--- src/rtl/mul_sequencer.sv ---
// Shift-and-add multiplier sequencer that borrows a shared external ALU for its accumulate steps.
// One multiplier bit is consumed per CALC cycle, and the sequence stops at the highest set bit.
module mul_sequencer #(
    parameter int         WIDTH      = 32,
    parameter logic [3:0] ALU_ADD_OP = 4'b0010
) (
    input  logic             clk,
    input  logic             reset,
    input  logic             start,
    input  logic [WIDTH-1:0] mcand,
    input  logic [WIDTH-1:0] mplier,
    output logic             busy,
    output logic             done,
    output logic [WIDTH-1:0] product,
    output logic             alu_own,
    output logic [WIDTH-1:0] alu_a,
    output logic [WIDTH-1:0] alu_b,
    output logic [3:0]       alu_op,
    input  logic [WIDTH-1:0] alu_result
);

    typedef enum logic [1:0] {IDLE, CALC, DONE} state_t;

    state_t           state;
    logic [WIDTH-1:0] acc;
    logic [WIDTH-1:0] mc;
    logic [WIDTH-1:0] mp;

    always_ff @(posedge clk) begin
        if (reset) begin
            state   <= IDLE;
            acc     <= '0;
            mc      <= '0;
            mp      <= '0;
            product <= '0;
            busy    <= 1'b0;
            done    <= 1'b0;
            alu_own <= 1'b0;
        end else begin
            case (state)
                IDLE: begin
                    if (start) begin
                        acc  <= '0;
                        mc   <= mcand;
                        mp   <= mplier;
                        busy <= 1'b1;
                        if (mplier != '0) begin
                            state   <= CALC;
                            alu_own <= 1'b1;
                        end else begin
                            state   <= DONE;
                            done    <= 1'b1;
                            product <= '0;
                        end
                    end
                end
                CALC: begin
                    if (mp[0]) acc <= alu_result;
                    mc <= mc << 1;
                    mp <= mp >> 1;
                    if ((mp >> 1) == '0) begin
                        // acc is updated on this same edge, so capture the value it is about to take
                        state   <= DONE;
                        alu_own <= 1'b0;
                        done    <= 1'b1;
                        product <= mp[0] ? alu_result : acc;
                    end
                end
                DONE: begin
                    state <= IDLE;
                    done  <= 1'b0;
                    busy  <= 1'b0;
                end
                default: begin
                    state   <= IDLE;
                    busy    <= 1'b0;
                    done    <= 1'b0;
                    alu_own <= 1'b0;
                end
            endcase
        end
    end

    assign alu_a  = acc;
    assign alu_b  = mc;
    assign alu_op = ALU_ADD_OP;

endmodule

--- config.mk ---
export PLATFORM = sky130hd
export DESIGN_NAME = mul_sequencer
export DESIGN_NICKNAME = d
export VERILOG_FILES = /design/src/rtl/mul_sequencer.sv
export SDC_FILE = /design/constraint.sdc
export NUM_CORES = 1
export LEC_CHECK = 0
export CORE_ASPECT_RATIO = 1.25
export CORE_MARGIN = 10
export CORE_UTILIZATION = 51
export CTS_CLUSTER_SIZE = 24
export DETAILED_ROUTE_END_ITERATION = 8
export PLACE_DENSITY = 0.87
export SKIP_LAST_GASP = 1
export SYNTH_ARGS = -nofsm -noshare
export SYNTH_HDL_FRONTEND = slang
export SYNTH_SLANG_ARGS = --single-unit
--- constraint.sdc ---
create_clock -name clk -period 2.9 [get_ports clk]
set_input_delay 0.87 -clock clk [delete_from_list [all_inputs] [get_ports clk]]
set_output_delay 0.87 -clock clk [all_outputs]
set_load 0.02 [all_outputs]
---- After elaboration in Yosys (flattened, before gate mapping) ----
Index checks and enable logic that the tools add are counted.
W data, S select, Z words.
word-level totals
  flip-flop bits (word level) ............. 133
  latch bits .............................. 0
  memory bits (writable) .................. 0
  memory bits (read-only) ................. 0
  input bits .............................. 99
  output and inout port bits .............. 103
  logic and storage cells ................. 51
  memories ................................ 0
cells by class
  add/subtract/negate cells ............... 0
  multiply operators ...................... 0
  divide/modulo/power cells ............... 0
  $lt $le $gt $ge ......................... 0
  equality and inequality tests ........... 6
  shift operators ......................... 0
  muxes and demuxes ....................... 25
  bitwise logic cells ..................... 2
  reduce and logical (&&, ||, !) cells .... 10
operator list
  operator              count
  $pmux W32 S2          4
  $mux W32              7
  $logic_not A32 Y1     1
  $reduce_bool A32 Y1   1
  $ne A2 B2 Y1 const B  4
  $reduce_and A4 Y1     2
  $mux W1               7
  $mux W2               3
  $reduce_and A2 Y1     3
  $pmux W1 S2           2
  $pmux W2 S2           1
  $pmux W1 S3           1
  $reduce_and A3 Y1     1
  $eq A2 B1 Y1 const B  1
  $eq A2 B2 Y1 const B  1
  $logic_not A2 Y1      1
  $not A1 Y1            2
  $reduce_bool A2 Y1    1

---- Logic depth before layout (Yosys ltp) ----
  depth after elaboration ................. 4
  mapped depth ............................ 7
  gate-level depth less buffers ........... 5

---- Worst setup path after synthesis ----
Ideal clock, no wire load.
  path kind ............................... input -> register
  from .................................... input port start
  to ...................................... register product[10]
  setup time .............................. 0.085 ns
  data arrival time ....................... 2.171 ns
  setup slack ............................. 0.644 ns
  stages on the path ...................... 6
  cells stage by stage .................... buf_6 or2b_1 nor4_4 clkbuf_1 or4b_2 o31ai_2
on the way
  cells in the longest elaborated chain, start to end .. 2
ends and longest elaborated chain
  what                                RTL line  text
  start: declaration                  9         input logic start,
  $ne A2 B2 Y1 (no source line)       n/a
  $reduce_and A4 Y1 (no source line)  n/a
  end signal: assignment              66        product <= mp[0] ? alu_result : acc;
  end: declaration                    14        output logic [WIDTH-1:0] product,
No other way between the ends.
A chain may end at the register's enable or synchronous reset.

---- Final worst setup path ----
  from .................................... input port mplier[3]
  to ...................................... register product[7]
on the way
  cells in the longest elaborated chain, start to end .. 3
ends and longest elaborated chain
  what                                RTL line  text
  start: declaration                  11        input logic [WIDTH-1:0] mplier,
  $reduce_bool A32 Y1                 47        if (mplier != '0) begin
  $ne A2 B2 Y1 (no source line)       n/a
  $reduce_and A4 Y1 (no source line)  n/a
No other way between the ends.

==> results.py <==
metrics = {
    "status": {
        "status": "completed",
    },
    "timing": {
        "fin_worst_skew_ps": 14.2,
        "slew_violations": 0,
        "max_freq_mhz": 383,
        "maxSlewHeadroom_pct": 21.3,
        "hold_ws_ps": 464,
        "fin_tns_setup_ps": 0,
        "rsz0062_at_grt": "no",
        "fin_crit_ps": 2610,
        "setup_violations": 0,
        "hold_viol_final": 0,
        "setup_slack_ps": 288,
        "worst_pin_slew_ps": 1180,
        "post-route-period-util_pct": 90.1,
    },
    "cts": {
        "clock_latency_ps": 410,
        "clockBufferDepth": 2,
        "cts_resized": 0,
        "cts_buffers": 17,
        "cts_setup_buffers": 0,
        "ctsHoldBuffers": 0,
        "clkSlewWorstSetupHoldPaths_ps": 60,
        "cts.htree.levels": 4,
        "cts_tree": "yes",
        "cts_sinks": 133,
        "clockRootBuffer": "clkbuf_16",
    },
    "die": {
        "fp-row-count": 46,
        "die_area_um2": 17600,
        "io_pins": 202,
        "fp.dieH_um": 146,
        "fp.coreArea_um2": 12500,
        "die_w_um": 121,
        "start_util_pct": 51.6,
    },
    "setup_path": {
        "timing.rr.start": "mp[15]",
        "start_kind": "primary input",
        "crit_arrival_ps": 2860,
        "cpMaxStageDelayCell": "clkdlybuf4s50_1",
        "max_stage_delay_ps": 440,
        "cp-end-kind": "flip-flop",
        "cp.required_ps": 3150,
        "critPathMaxFanout": 32,
        "crit_path_cell_trace": "clkdlybuf4s50_1 > nor4_2 > nand4_1 > nor4_4 > buf_4 > or4b_2 > o31ai_2",
        "path_class": "primary input to flip-flop",
        "crit_start": "mplier[3]",
    },
    "placed_design": {
        "place.gp.congestion": 0.793,
        "pre_cts_ws_ps": -148,
        "place_hpwl_mm": 13.0,
        "port_buffers": 197,
    },
    "grt": {
        "grt_first_pass_wirelength_mm": 31.1,
        "grt_usage_pct": 21.0,
        "globalRoute.totalOverflow": 0,
        "grt_pass1_vias": 6064,
        "grt_max_degree": 126,
        "antenna_found_initial": 0,
    },
    "synthesis": {
        "yosys_warnings": 0,
        "yosysTopAreaCell": "dfxtp_1",
        "synthSimpleGateAreaFrac_pct": 33.6,
        "synth_cells": 824,
        "synth_compound_area_share_pct": 14.2,
        "synth-adder-area-share_pct": 0,
        "ys_ff_latch": 133,
        "syn_area_per_cell_um2": 7.86,
        "synth_top_area_share_pct": 41.1,
        "synthDistinctLibCells": 34,
        "synth_area_um2": 6480,
        "synth_xor_area_share_pct": 0,
        "synthMuxAreaShare_pct": 5.56,
        "synth_top_family_by_area": "simple AND/OR/NAND/NOR gates",
        "synth.yosys.seq_area_share_pct": 41.1,
        "ys_top_cells_by_area": "dfxtp_1 (41%), nor2_1 (11%), a21oi_1 (7.3%)",
    },
    "final_layout": {
        "drive_gt1_share_pct": 14.7,
        "fin_nets": 1082,
        "antenna_cells_inserted": 0,
        "area_growth_pct": 41.3,
    },
    "min_path": {
        "hold_start": "busy",
        "hp-class": "flip-flop to flip-flop",
    },
    "detailed_routing": {
        "wirelength_mm": 19.3,
        "viasPerCell": 5.36,
        "routedWlPerCell_um": 16.5,
        "num_vias": 6237,
        "drc": 0,
        "initialDrtViolationCount": 405,
        "firstDrtPassIters": 5,
        "final_antenna_net_count": 0,
    },
    "pwr": {
        "ir_drop_mv": 0.344,
        "powerDensity_nw_per_um2": 572,
        "power_mw": 5.24,
        "power.leakage_nw": 3.52,
    },
    "run": {
        "maxCapViolCount": 0,
    },
}
## cell families after synthesis
family,Yosys count
simple gates,440
flops,133
other cells,2
buf+inv,80
mux,32
compound gates,137
## synth_stat cells
library cell  instances
buf_2                 2
or4b_2               26
dfxtp_1             133
a21boi_0              1
nor4_2                1
nor2b_1              63
nor4_1               14
o31ai_1               4
nand2_1              65
nor2_2                1
nor4_4                1
a21o_1                1
mux2_2               32
or4b_1                6
o31ai_2              28
o21ai_0               3
inv_2                 1
or2_2                 1
a22oi_1               2
nor3_1               63
a211oi_1              1
buf_6                 4
nor3_2                1
o2bb2ai_1             1
buf_1                 2
nor2_1              193
inv_1                 2
clkbuf_1             64
conb_1                2
o22ai_1               1
a21oi_1              95
or2b_1                1
nand4_1               4
buf_4                 5
## report_power, final
group	internal, mW	total [mW]	switching [mW]
combinational	0.421	0.872	0.451
sequential	1.93	2.01	0.0782
clock	1.55	2.36	0.803
## state kept, by name, summed over array words and instances (netlist names)
signal / flops
alu_a: 32
alu_b: 32
alu_own: 1
busy: 1
done: 1
mp: 32
product: 32
state: 2
## stage by stage
stage	util, %	cells	area [µm²]
after floorplan	-	826	6490
final	73.0	1164	9160
after detailed placement	67.8	1132	8510
after CTS	73.0	1164	9160
after global placement	67.8	1132	8510
after global routing	73.0	1164	9160
## area by class of cell
class | count | area (µm²)
Clock inverter | 12 | 200
Timing Repair Buffer | 215 | 2120
Tap cell | 168 | 210
Fill cell | 995 | 3390
Inverter | 3 | 11.3
Clock buffer | 20 | 447
Multi-Input combinational cell | 613 | 3490
Sequential cell | 133 | 2670
## final timing paths
path	end	slack, ps	cells past startpoint
worst min-delay path	busy	460	2
worst max register to register	product[7]	770	6
worst max-delay path	product[7]	290	7
worst min register to register	busy	460	2
## cell usage in the layout (no fill, tap or decap), types with 6 or more instances in the layout
cell and instances:
clkdlybuf4s50_1 195, nor2_1 192, dfxtp_1 131, a21oi_1 95, nand2_1 65, nor3_1 63
nor2b_1 62, mux2_2 32, o31ai_2 28, or4b_2 26, clkbuf_16 17, buf_4 17
nor4_1 14, or4b_1 6
## per-layer routing
layer	up-vias	track usage [%]	routed length (µm)
met3	14	6.02	1150
li1	3130	-	-
met2	175	36.2	9850
met5	-	0	0
met1	2918	24.8	8040
met4	0	5.14	215
## worst max-delay path: cells and delay by family
kind	cells	cell delay [ps]
compound gates	1	70
simple gates	4	1120
buf+inv	2	790
No activity file was read; power rests on OpenSTA's default activity.
